### src/rtl/tros_pkg.sv
// Shared definitions for the readout framer.
// Holds the frame-length helper, the default preamble, the channel ids of the
// three frequency counters plus the dummy channel, and the framer FSM states.
package tros_pkg;

  localparam logic [3:0] PREAMBLE_DEFAULT = 4'b1010;

  // Channel ids as carried in the frame header.
  localparam logic [1:0] CH_NAND4     = 2'd0;
  localparam logic [1:0] CH_NAND4_CAP = 2'd1;
  localparam logic [1:0] CH_EINV_SUB  = 2'd2;
  localparam logic [1:0] CH_DUMMY     = 2'd3;

  typedef enum logic {
    IDLE  = 1'b0,
    SHIFT = 1'b1
  } state_t;

  // Preamble (4) + channel id (2) + parity (1) around the counter value.
  function automatic int frame_len(input int counter_length);
    return counter_length + 7;
  endfunction

endpackage

### src/rtl/sync_edge.sv
// N-flop synchroniser with a rising-edge detector.
// Ports:
//   clk   : sampling clock
//   reset : asynchronous active-high reset, clears every flop
//   d     : asynchronous input level
//   q     : synchronised level (output of the last synchroniser flop)
//   rise  : one-cycle pulse when q goes 0 -> 1 (uses one extra edge flop)
module sync_edge #(
  parameter int N = 2
) (
  input  logic clk,
  input  logic reset,
  input  logic d,
  output logic q,
  output logic rise
);

  logic [N-1:0] sync;
  logic         prev;

  always_ff @(posedge clk or posedge reset) begin
    if (reset) begin
      sync <= '0;
      prev <= 1'b0;
    end else begin
      sync <= {sync[N-2:0], d};
      prev <= sync[N-1];
    end
  end

  assign q    = sync[N-1];
  assign rise = sync[N-1] & ~prev;

endmodule

### src/rtl/readout_framer.sv
// Serial readout framer for the three frequency-measurement counters.
// On an accepted send request it snapshots the counter(s) and shifts out
// frames of PREAMBLE, channel id, counter value and even parity, MSB first,
// one bit cell per clk. The line is Manchester coded as shift MSB XOR clk.
// Ports:
//   clk         : readout clock from the RP2040
//   reset       : asynchronous active-high reset
//   ena         : design enable (3-flop synchronised)
//   send_req    : request level (2-flop synchronised + edge flop)
//   sweep_all   : 1 = send channels 0,1,2 back-to-back, sampled at accept
//   ch_select   : channel for single mode, 3 = dummy channel (count 0)
//   count0..2   : latched counter values
//   data_stream : Manchester line
//   busy        : high while frames are being shifted
//   frame_done  : one-cycle pulse after the last bit of each frame
module readout_framer
  import tros_pkg::*;
#(
  parameter int         COUNTER_LENGTH = 20,
  parameter logic [3:0] PREAMBLE       = PREAMBLE_DEFAULT
) (
  input  logic                      clk,
  input  logic                      reset,
  input  logic                      ena,
  input  logic                      send_req,
  input  logic                      sweep_all,
  input  logic [1:0]                ch_select,
  input  logic [COUNTER_LENGTH-1:0] count0,
  input  logic [COUNTER_LENGTH-1:0] count1,
  input  logic [COUNTER_LENGTH-1:0] count2,
  output logic                      data_stream,
  output logic                      busy,
  output logic                      frame_done
);

  localparam int FL    = frame_len(COUNTER_LENGTH);
  localparam int CNT_W = $clog2(FL);
  localparam logic [CNT_W-1:0] LAST_IDX = CNT_W'(FL - 1);

  logic ena_sync, unused_ena_rise;
  logic unused_req_level, req_rise;

  sync_edge #(.N(3)) u_ena_sync (
    .clk   (clk),
    .reset (reset),
    .d     (ena),
    .q     (ena_sync),
    .rise  (unused_ena_rise)
  );

  sync_edge #(.N(2)) u_req_sync (
    .clk   (clk),
    .reset (reset),
    .d     (send_req),
    .q     (unused_req_level),
    .rise  (req_rise)
  );

  state_t                    state, state_n;
  logic [FL-1:0]             shift_reg, shift_n;
  logic [CNT_W-1:0]          bitcnt, bitcnt_n;
  logic [1:0]                ch, ch_n;
  logic                      sweep, sweep_n;
  logic                      done_n;
  logic                      snap_en;
  logic [COUNTER_LENGTH-1:0] snap0, snap1, snap2;

  function automatic logic [COUNTER_LENGTH-1:0] sel_count(
    input logic [1:0]                c,
    input logic [COUNTER_LENGTH-1:0] a,
    input logic [COUNTER_LENGTH-1:0] b,
    input logic [COUNTER_LENGTH-1:0] d
  );
    case (c)
      CH_NAND4:     return a;
      CH_NAND4_CAP: return b;
      CH_EINV_SUB:  return d;
      default:      return '0;
    endcase
  endfunction

  // Parity makes the 1-count over channel id, value and parity even.
  function automatic logic [FL-1:0] build_frame(
    input logic [1:0]                c,
    input logic [COUNTER_LENGTH-1:0] v
  );
    return {PREAMBLE, c, v, ^{c, v}};
  endfunction

  always_ff @(posedge clk or posedge reset) begin
    if (reset) begin
      state      <= IDLE;
      shift_reg  <= '0;
      bitcnt     <= '0;
      ch         <= '0;
      sweep      <= 1'b0;
      frame_done <= 1'b0;
    end else begin
      state      <= state_n;
      shift_reg  <= shift_n;
      bitcnt     <= bitcnt_n;
      ch         <= ch_n;
      sweep      <= sweep_n;
      frame_done <= done_n;
    end
  end

  // All three counters are captured together so a sweep reports one instant.
  always_ff @(posedge clk) begin
    if (snap_en) begin
      snap0 <= count0;
      snap1 <= count1;
      snap2 <= count2;
    end
  end

  always_comb begin
    state_n  = state;
    shift_n  = {shift_reg[FL-2:0], 1'b0};
    bitcnt_n = bitcnt;
    ch_n     = ch;
    sweep_n  = sweep;
    done_n   = 1'b0;
    snap_en  = 1'b0;
    case (state)
      IDLE: begin
        if (req_rise && ena_sync) begin
          snap_en  = 1'b1;
          sweep_n  = sweep_all;
          ch_n     = sweep_all ? CH_NAND4 : ch_select;
          shift_n  = build_frame(ch_n, sel_count(ch_n, count0, count1, count2));
          bitcnt_n = LAST_IDX;
          state_n  = SHIFT;
        end
      end
      SHIFT: begin
        if (bitcnt == '0) begin
          done_n = 1'b1;
          if (sweep && (ch < CH_EINV_SUB)) begin
            // Next sweep frame starts on the very next cell, no gap.
            ch_n     = ch + 2'd1;
            shift_n  = build_frame(ch_n, sel_count(ch_n, snap0, snap1, snap2));
            bitcnt_n = LAST_IDX;
          end else begin
            state_n = IDLE;
          end
        end else begin
          bitcnt_n = bitcnt - 1'b1;
        end
      end
      default: state_n = IDLE;
    endcase
  end

  assign busy        = (state == SHIFT);
  assign data_stream = shift_reg[FL-1] ^ clk;

endmodule

### config.mk
export PLATFORM = sky130hd
export DESIGN_NAME = readout_framer
export DESIGN_NICKNAME = d
export VERILOG_FILES = /design/src/rtl/tros_pkg.sv /design/src/rtl/sync_edge.sv /design/src/rtl/readout_framer.sv
export SDC_FILE = /design/constraint.sdc
export NUM_CORES = 1
export LEC_CHECK = 0
export ABC_AREA = 0
export BUFFER_PORTS_ARGS = -buffer_cell sky130_fd_sc_hd__buf_2
export CORE_MARGIN = 4
export CORE_UTILIZATION = 35
export CTS_CLUSTER_SIZE = 8
export DETAILED_ROUTE_END_ITERATION = 8
export MAX_ROUTING_LAYER = met4
export SKIP_CTS_REPAIR_TIMING = 1
export SLEW_MARGIN = 10
export SYNTH_ARGS = -nofsm -noshare
export SYNTH_HDL_FRONTEND = slang
export SYNTH_SLANG_ARGS = --single-unit
### constraint.sdc
create_clock -name clk -period 5.6 [get_ports clk]
set_clock_uncertainty 0.2 [all_clocks]
set_input_delay 1.12 -clock clk [delete_from_list [all_inputs] [get_ports clk]]
set_output_delay 1.12 -clock clk [all_outputs]
set_load 0.02 [all_outputs]
==> impl_metrics.json <==
{
  "crit_top_cell": "clkbuf_16",
  "crit_chain": "clkbuf_16, clkbuf_16, xor2_1, buf_2",
  "ys.flop_type": "edfxtp_1",
  "fin_util": 0.4315,
  "start_util": 0.3623,
  "max_slew.worst_pin.slew_ns": 1.022,
  "die_y_microns": 120.4,
  "ant_nets": 0,
  "cts_tree": "yes",
  "area.growth.synth_to_final_pct": 19.09,
  "crit_path_max_fanout": 2,
  "hold_start": "u_ena_sync.sync[1]",
  "required_ns": 4.28,
  "worstSkewPairLatency_ns": 0.46,
  "slew_viol_final": 0,
  "p_leak_nw": 2.060,
  "grt_pass1_vias": 3080,
  "drc": 0,
  "dp_hpwl_microns": 6894,
  "synthCells": 320,
  "finalHoldViolCount": 0,
  "viasPerCell": 5.460,
  "die-area_sq_um": 14500,
  "crit_type": "clk -> out",
  "gp_congestion": 0.8338,
  "wire_per_inst_microns": 18.44,
  "max_stage_delay_ns": 0.18,
  "synthTopCellsByCount": "60 x edfxtp_1, 43 x dfrtp_1, 40 x a222oi_1",
  "rows": 40,
  "largest_reg_flops": 27,
  "grt_antenna_before_repair": 0,
  "fin_ws_ns": 0.9356,
  "ys_top_cells_by_area": "edfxtp_1 41%, dfrtp_1 24%, a222oi_1 9.0%",
  "drt_iter0_markers": 364,
  "dr.pass1.iters": 8,
  "synth.most_common_cell": "edfxtp_1",
  "rsz0062_at_grt": "false",
  "worstPathArrival_ns": 3.34,
  "r2r_start": "ch[0]",
  "num_antenna_cells": 0,
  "core_area_sq_um": 12210,
  "cts.clk_slew.worst_paths_ns": 0.06,
  "dr_total_vias": 3052,
  "grt_pass1_wl_microns": 16480,
  "drive_gt1_frac": 0.2353,
  "p_total_w": 0.002652,
  "rr_worst_depth": 10,
  "p_per_area_nw_per_um2": 503.3,
  "io_buffers": 69,
  "yosys.area.top_type": "edfxtp_1",
  "grt_max_degree": 62,
  "synth_edf_count": 60,
  "cp_slowest_cell": "buf_2",
  "maxCapViolCount": 0,
  "wl_microns": 10310,
  "finalNetCount": 462,
  "worstSetupEndpointType": "output port",
  "die_x_microns": 120.4,
  "ys_seq_area_frac": 0.6505,
  "crit_path_start_kind": "clock port",
  "reg2reg_to": "shift_reg[0]",
  "setup_viol": 0,
  "finalSetupTns_ns": 0,
  "pin_count": 70,
  "avgSynthCellArea_sq_um": 13.83,
  "gr-total-overflow": 0,
  "syn_area_sq_um": 4424,
  "place_ws_ns": 1.199,
  "gr-usage-all-layers": 0.1533,
  "crit_start": "clk",
  "ir_worst_vdd_uv": 205.6,
  "r2r_slack_ns": 2.42,
  "status": "finished clean",
  "maxSlewHeadroom": 0.3185,
  "synth-seq-cells": 103,
  "synth_top_area_frac": 0.4072,
  "hold_class": "reg -> reg",
  "ys_types": 29,
  "async_reset_ff_frac": 0.4175,
  "syn-num-nets": 396,
  "yosysWarnings": 0,
  "hold-worst-slack_ns": 0.1499,
  "endpoint": "data_stream"
}
worst min path at each step:
stage	endpoint	slack, ns	cells after the start
CTS	u_ena_sync.sync[2]	0.15	0
global route	u_ena_sync.sync[2]	0.16	0
global placement	u_ena_sync.sync[1]	0.13	0
finish	u_ena_sync.sync[2]	0.15	0
floorplan	u_ena_sync.sync[1]	0.13	0
detailed placement	u_ena_sync.sync[2]	0.14	0
critical path, delay by kind of cell:
kind	cells	cell delay [ns]
buf+inv	3	0.43
xor+xnor	1	0.12
report_power, final:
part           total [W]  switching [W]  internal (W)
logic           0.000929       0.000491      0.000438
clock network   0.000726       0.000315      0.000410
registers       0.000997      0.0000612      0.000936
total            0.00265       0.000867       0.00178
per-layer routing:
| layer | routed length (microns) | global-route usage | vias up |
|---|---|---|---|
| li1 | - | - | 1381 |
| met1 | 4457 | 0.1977 | 1519 |
| met2 | 4821 | 0.2235 | 138 |
| met3 | 856 | 0.04864 | 14 |
| met4 | 171 | 0.06586 | 0 |
| met5 | 0 | - | - |
cells by family after synthesis:
family	synth area share
and+or+nand+nor	0.05798
xor gates and xnor gates	0.08512
AOI/OAI and AO/OA	0.1510
buffers and inverters	0.02772
adders and majority gates	0.02545
DFF	0.6505
muxes	0.002263
through the flow:
| stage | area, sq um | cells |
|---|---|---|
| finish | 5269 | 559 |
| CTS | 5269 | 559 |
| global route | 5269 | 559 |
| global placement | 4913 | 540 |
| floorplan | 4424 | 320 |
| detailed placement | 4913 | 540 |
final cells by class:
| class | instances | area [sq um] |
|---|---|---|
| Multi-Input combinational cell | 189 | 1428 |
| Inverter | 8 | 30.03 |
| Fill cell | 1150 | 6943 |
| Clock buffer | 14 | 309.0 |
| Sequential cell | 103 | 2878 |
| Tap cell | 168 | 210.2 |
| Timing Repair Buffer | 71 | 362.8 |
| Clock inverter | 6 | 51.30 |
cell usage in the layout (no fill, tap or decap):
cell type and n:
a211oi_1 2, a21o_1 2, a21oi_1 9, a21oi_2 1, a222oi_1 40, a22oi_1 1
and2_1 4, buf_2 69, buf_4 3, clkbuf_1 1, clkbuf_16 12, clkinv_1 1
clkinv_4 2, clkinvlp_4 1, dfrtp_1 43, edfxtp_1 60, ha_1 9, inv_1 6
inv_2 1, inv_6 3, mux2i_1 1, nand2_1 25, nand2b_1 5, nand3b_1 1
nor2_1 15, nor2b_1 1, nor4b_1 2, o21ai_0 2, o21ai_1 6, o221ai_1 13
o22ai_1 3, o31ai_1 1, or2_1 2, or3_1 1, xnor2_1 37, xor2_1 6
No activity file was read; power rests on OpenSTA's default activity.
